$ cat src/rtl/time_msg_pkg.sv
// ============================================================================
// time_msg_pkg : constants and types shared by the time-sync formatter/parser
// Rev 1.0
// ============================================================================
`default_nettype none

package time_msg_pkg;

  localparam logic [7:0] ASCII_T     = 8'h54;
  localparam logic [7:0] ASCII_COLON = 8'h3A;
  localparam logic [7:0] ASCII_LF    = 8'h0A;
  localparam logic [7:0] ASCII_ZERO  = 8'h30;

  localparam int FRAME_LEN = 11;

  // Byte positions within "T:HH:MM:SS\n"
  localparam logic [3:0] IDX_PREFIX = 4'd0;
  localparam logic [3:0] IDX_SEP0   = 4'd1;
  localparam logic [3:0] IDX_H1     = 4'd2;
  localparam logic [3:0] IDX_H0     = 4'd3;
  localparam logic [3:0] IDX_SEP1   = 4'd4;
  localparam logic [3:0] IDX_M1     = 4'd5;
  localparam logic [3:0] IDX_M0     = 4'd6;
  localparam logic [3:0] IDX_SEP2   = 4'd7;
  localparam logic [3:0] IDX_S1     = 4'd8;
  localparam logic [3:0] IDX_S0     = 4'd9;
  localparam logic [3:0] IDX_LF     = 4'd10;

  typedef enum logic [1:0] {
    ST_IDLE = 2'd0,
    ST_XMIT = 2'd1,
    ST_DONE = 2'd2
  } state_t;

  typedef struct packed {
    logic [3:0] h1;
    logic [3:0] h0;
    logic [3:0] m1;
    logic [3:0] m0;
    logic [3:0] s1;
    logic [3:0] s0;
  } time_bcd_t;

  function automatic logic [7:0] digit_ascii(input logic [3:0] d);
    return ASCII_ZERO + {4'h0, d};
  endfunction

endpackage

`default_nettype wire

$ cat src/rtl/time_formatter_if.sv
// ============================================================================
// time_formatter_if : valid/ready byte stream toward the UART transmitter
// Rev 1.0
// ============================================================================
`default_nettype none

interface time_formatter_if;
  logic [7:0] data;
  logic       data_valid;
  logic       data_ready;

  modport master (output data, output data_valid, input data_ready);
  modport slave  (input data, input data_valid, output data_ready);
endinterface

`default_nettype wire

$ cat src/rtl/bin2bcd2.sv
// ============================================================================
// bin2bcd2 : combinational 6-bit binary to two BCD digits (0..63 -> "00".."63")
// Rev 1.0
// ============================================================================
`default_nettype none

module bin2bcd2 (
  input  logic [5:0] bin,
  output logic [3:0] tens,
  output logic [3:0] units
);

  assign tens  = 4'(bin / 6'd10);
  assign units = 4'(bin % 6'd10);

endmodule

`default_nettype wire

$ cat src/rtl/time_formatter.sv
// ============================================================================
// time_formatter : serialises a binary hh:mm:ss as the frame "T:HH:MM:SS\n"
// Rev 1.0
// ============================================================================
`default_nettype none

module time_formatter
  import time_msg_pkg::*;
#(
  parameter logic [7:0] PREFIX   = ASCII_T,
  parameter logic [7:0] SEP      = ASCII_COLON,
  parameter logic [7:0] LINE_END = ASCII_LF
) (
  input  logic                    clk,
  input  logic                    rst_n,
  input  logic                    send,
  input  logic [4:0]              hour,
  input  logic [5:0]              min,
  input  logic [5:0]              sec,
  time_formatter_if.master        stream,
  output logic                    busy,
  output logic                    done
);

  state_t     r_state, w_state_nxt;
  logic [3:0] r_idx, w_idx_nxt;
  time_bcd_t  r_bcd, w_bcd_in;
  logic       w_capture;
  logic [7:0] w_data;
  logic       w_valid;

  bin2bcd2 u_hour (.bin({1'b0, hour}), .tens(w_bcd_in.h1), .units(w_bcd_in.h0));
  bin2bcd2 u_min  (.bin(min),          .tens(w_bcd_in.m1), .units(w_bcd_in.m0));
  bin2bcd2 u_sec  (.bin(sec),          .tens(w_bcd_in.s1), .units(w_bcd_in.s0));

  always_ff @(posedge clk or negedge rst_n) begin
    if (!rst_n) begin
      r_state <= ST_IDLE;
      r_idx   <= 4'd0;
      r_bcd   <= '0;
    end else begin
      r_state <= w_state_nxt;
      r_idx   <= w_idx_nxt;
      if (w_capture) r_bcd <= w_bcd_in;
    end
  end

  // Outputs decode from registered state only, so valid never sees ready.
  always_comb begin
    w_state_nxt = r_state;
    w_idx_nxt   = r_idx;
    w_capture   = 1'b0;
    w_valid     = 1'b0;
    w_data      = 8'h00;
    busy        = 1'b0;
    done        = 1'b0;

    case (r_state)
      ST_IDLE: begin
        if (send) begin
          w_state_nxt = ST_XMIT;
          w_idx_nxt   = 4'd0;
          w_capture   = 1'b1;
        end
      end
      ST_XMIT: begin
        w_valid = 1'b1;
        busy    = 1'b1;
        if (stream.data_ready) begin
          if (r_idx == IDX_LF) begin
            w_state_nxt = ST_DONE;
            w_idx_nxt   = 4'd0;
          end else begin
            w_idx_nxt = r_idx + 4'd1;
          end
        end
      end
      ST_DONE: begin
        done        = 1'b1;
        w_state_nxt = ST_IDLE;
      end
      default: w_state_nxt = ST_IDLE;
    endcase

    if (w_valid) begin
      case (r_idx)
        IDX_PREFIX:                   w_data = PREFIX;
        IDX_SEP0, IDX_SEP1, IDX_SEP2: w_data = SEP;
        IDX_H1:                       w_data = digit_ascii(r_bcd.h1);
        IDX_H0:                       w_data = digit_ascii(r_bcd.h0);
        IDX_M1:                       w_data = digit_ascii(r_bcd.m1);
        IDX_M0:                       w_data = digit_ascii(r_bcd.m0);
        IDX_S1:                       w_data = digit_ascii(r_bcd.s1);
        IDX_S0:                       w_data = digit_ascii(r_bcd.s0);
        IDX_LF:                       w_data = LINE_END;
        default:                      w_data = 8'h00;
      endcase
    end
  end

  assign stream.data       = w_data;
  assign stream.data_valid = w_valid;

endmodule

`default_nettype wire

$ cat src/flat_wrapper.sv
// flat-port wrapper written by rule: the top's interface ports become plain ports
module time_formatter_flat import time_msg_pkg::*;
#(
  parameter logic [7:0] PREFIX   = ASCII_T,
  parameter logic [7:0] SEP      = ASCII_COLON,
  parameter logic [7:0] LINE_END = ASCII_LF
)
  (clk, rst_n, send, hour, min, sec, busy, done, stream_data, stream_data_valid, stream_data_ready);
  time_formatter_if stream_i ();
  input  logic clk;
  input  logic rst_n;
  input  logic send;
  input  logic [4:0] hour;
  input  logic [5:0] min;
  input  logic [5:0] sec;
  output logic busy;
  output logic done;
  output wire logic [$bits(stream_i.data)-1:0] stream_data;
  output wire logic [$bits(stream_i.data_valid)-1:0] stream_data_valid;
  input wire logic [$bits(stream_i.data_ready)-1:0] stream_data_ready;
  assign stream_data = stream_i.data;
  assign stream_data_valid = stream_i.data_valid;
  assign stream_i.data_ready = stream_data_ready;
  time_formatter #(.PREFIX(PREFIX), .SEP(SEP), .LINE_END(LINE_END)) u_core (.clk(clk), .rst_n(rst_n), .send(send), .hour(hour), .min(min), .sec(sec), .stream(stream_i), .busy(busy), .done(done));
endmodule
$ cat config.mk
export PLATFORM = sky130hd
export DESIGN_NAME = time_formatter_flat
export DESIGN_NICKNAME = d
export VERILOG_FILES = /design/src/rtl/time_msg_pkg.sv /design/src/rtl/time_formatter_if.sv /design/src/rtl/bin2bcd2.sv /design/src/rtl/time_formatter.sv /design/src/flat_wrapper.sv
export SDC_FILE = /design/constraint.sdc
export NUM_CORES = 1
export LEC_CHECK = 0
export BUFFER_PORTS_ARGS = -buffer_cell sky130_fd_sc_hd__buf_4
export CORE_UTILIZATION = 35
export DETAILED_ROUTE_END_ITERATION = 6
export GPL_TIMING_DRIVEN = 0
export HOLD_SLACK_MARGIN = 0.06
export PLACE_DENSITY = 0.53
export SLEW_MARGIN = 0
export SYNTH_ARGS = -nofsm -noshare
export SYNTH_HDL_FRONTEND = slang
export SYNTH_SLANG_ARGS = --single-unit
$ cat constraint.sdc
create_clock -name clk -period 1.7 [get_ports clk]
set_clock_uncertainty 0.1 [all_clocks]
set_input_delay 0.255 -clock clk [delete_from_list [all_inputs] [get_ports clk]]
set_output_delay 0.255 -clock clk [all_outputs]
set_load 0.05 [all_outputs]
==> impl_metrics.yaml <==
global_route:
  grt_remaining_overflow: 0
  grt_pass1_wl_um: 9940
  grtUsageTotal: 0.199
  grt_max_degree: 27
  grt_pass1_vias: 2100
  antenna_found_initial: 0
synthesis:
  synthDistinctLibCells: 53
  synth_edf_count: 0
  yosysTopAreaCell: "dfrtp_1"
  yosysTopAreaCellShare: 0.310
  synth_ff_type: "dfrtp_1"
  synth_compound_area_frac: 0.313
  synthTopCellsByArea: "dfrtp_1 (31%), o21ai_0 (6.7%), nand2_1 (6.4%)"
  synthAdderAreaFrac: 0.0238
  synth_area_per_cell_um2: 7.53
  synth-seq-cells: 26
  yosys.area_share.xor_xnor: 0
  synthMuxAreaShare: 0
  syn_nets: 304
  yosys.area_share.simple: 0.276
  async_flop_share: 1.00
  ys_seq_area_frac: 0.310
  synth_cells: 279
  synth_warnings: 0
  synth_top_family_by_area: "compound AO/OA/AOI/OAI gates"
  syn_area_um2: 2100
min_path:
  worstHoldPathCells: 3
  holdPathEnd: "u_core.r_bcd[16]"
  hold_start: "hour[0]"
  hp-class: "input pin to flip-flop"
layout:
  drive_above_1_share: 0.344
  nNetsFinal: 357
  antenna_cells: 0
  final_cells: 403
  area_delta_synth_final_pct: 45.3
  fin_util: 0.541
critical_path:
  critical_path_class: "flip-flop to primary output"
  end_kind: "primary output"
  reg2reg_from: "u_core.r_state[0]"
  cp_data_required_time_ns: 1.34
  start_kind: "flip-flop"
  rr_endpoint: "u_core.r_bcd[5]"
  worstPathArrival_ns: 1.77
  r2r_slack_ns: 0.05
  reg2regPathDepth: 6
  worstPathMaxFanout: 5
die:
  initial_core_util: 0.372
  rows: 27
  die-area_um2: 6320
  core_area_um2: 5640
  die_h_um: 79.5
  io-pin-count: 32
  fp.dieW_um: 79.5
sta:
  rsz0062_at_grt: "true"
  hold_violations: 0
  setup_viol: 8
  post-route-min-period_ns: 2.13
  final_max_slew_viol_count: 0
  holdWs_ns: 0.0624
  fin_tns_setup_ns: -1.89
  layout_worst_path_cycle_share: 1.25
  max_freq_mhz: 470
  fin_ws_ns: -0.427
clock_network:
  cts_tree: "yes"
  numCtsBuffers: 3
  cts_root_buf: "clkbuf_8"
  cts.sinks: 26
  clk_latency_ns: 0.28
  cts.reportedPaths.clkPinSlew_ns: 0.09
  cts_max_level: 1
  cts_buffer_depth: 2
routing:
  first_iter_violations: 93
  wl_um: 5860
  drt-vias-per-instance: 5.39
  dr.pass1.iters: 4
  ant_nets: 0
  detail_route.wl_per_cell_um: 14.5
  drc: 0
  vias: 2172
status:
  violations: "setup timing"
  status: "finished with violations"
placement:
  place_hpwl_um: 4010
  dpl.cell_count: 377
  post-place-ws_ns: -0.567
  port_buffers: 26
  place_congestion: 0.780
pwr:
  power_density_nw_per_um2: 1810
  p_leak_nw: 1.28
  ir_drop_v: 0.00153
flow_run:
  maxCapViolCount: 0
-- kinds of logic after synthesis --
| group | after synthesis |
|---|---|
| AO/OA/AOI/OAI | 101 |
| adder cells (fa/ha/maj) | 4 |
| buffers and inverters | 35 |
| flip-flops | 26 |
| other | 1 |
| AND/OR/NAND/NOR | 112 |
-- Yosys cell counts, types with 2 or more instances --
| cell type | n |
|---|---|
| o211ai_1 | 3 |
| buf_4 | 3 |
| or2_2 | 3 |
| o2bb2ai_1 | 2 |
| o31ai_1 | 6 |
| o21ai_0 | 28 |
| nand2_1 | 36 |
| o21bai_1 | 2 |
| a311oi_1 | 2 |
| nand2b_1 | 12 |
| a21boi_0 | 2 |
| clkbuf_1 | 13 |
| inv_1 | 13 |
| nand4b_1 | 2 |
| a21o_1 | 4 |
| ha_1 | 4 |
| buf_6 | 2 |
| a211oi_1 | 5 |
| nand3_1 | 8 |
| or3_1 | 2 |
| dfrtp_1 | 26 |
| nor2_1 | 22 |
| a21oi_1 | 19 |
| a31oi_1 | 6 |
| or2b_1 | 3 |
| o21a_1 | 4 |
| nor2b_1 | 7 |
| o31a_1 | 2 |
| o22ai_1 | 2 |
| and3_1 | 4 |
| nand3b_1 | 3 |
| a22oi_1 | 3 |
| nor4b_1 | 2 |
| buf_1 | 3 |
| and3b_1 | 3 |
-- flip-flops by register name (all words and copies together), names as in the netlist --
name and cells:
u_core.r_bcd 20, u_core.r_state 2, u_core.r_idx 4
-- area by class of cell --
cell class / count / area [um2]
well taps: 72 / 90.1
clock buffers: 3 / 41.3
multi-input cells: 218 / 1540
inverters: 13 / 67.6
clock inverters: 1 / 30.0
fillers: 534 / 2590
plain buffers: 18 / 178
repair buffers: 52 / 449
flip-flops and latches: 26 / 656
-- power by group --
group          internal (mW)  switching (mW)
Combinational           1.70            2.15
Clock                  0.316           0.208
Sequential             0.914           0.230
-- stage by stage --
step | power, mW | area [um2]
finish | 5.51 | 3050
detailed placement | 4.13 | 2580
CTS | 5.22 | 2940
global placement | 4.13 | 2580
global route | 5.85 | 3050
floorplan | 3.41 | 2290
-- routing by layer --
metal  wire length [um]  global-route usage  up-vias
met4                 97              0.0709        0
li1                   -                   -     1110
met1               2930               0.278     1019
met5                  0                   0        -
met2               2690               0.318       37
met3                144              0.0194        6
-- worst max-delay path, cell delays in order (launching register included) --
cell	delay, ns
dfrtp_2	0.46
buf_8	0.15
buf_8	0.13
a221oi_4	0.23
a31oi_2	0.08
a211oi_4	0.26
buf_6	0.19
-- worst max-delay path by stage --
stage	slack [ns]	to	start
floorplan	-0.26	u_core.r_bcd[3]	sec[4]
global placement	-0.58	u_core.r_bcd[3]	sec[3]
detailed placement	-0.57	u_core.r_bcd[3]	sec[3]
CTS	-0.42	stream_data[1]	u_core.r_idx[1]
global route	-0.47	stream_data[3]	u_core.r_idx[1]
finish	-0.43	stream_data[3]	u_core.r_idx[1]
-- cell usage in the layout (no fill, tap or decap), types with 4 or more instances in the layout --
cell	instances
and3_1	4
o21a_1	4
dfrtp_2	4
o31ai_1	4
nor2_1	18
buf_4	40
nand2b_1	11
a21oi_1	15
dfrtp_1	22
buf_8	7
nand2_1	35
a31oi_1	4
o21ai_0	21
nand3_1	8
buf_6	10
inv_1	8
a21o_1	4
nor2b_1	6
o21ai_1	5
-- timing repair --
item | in CTS | in global routing
endpoints found under the setup margin | 25 | 23
hold buffers | 1 | 0
pin swaps | 12 | 10
buffers inserted | 16 | 7
resized for setup | 34 | 40
hold endpoints to repair | 26 | 0
cloned | 2 | 0
(Power assumes the default switching activity.)
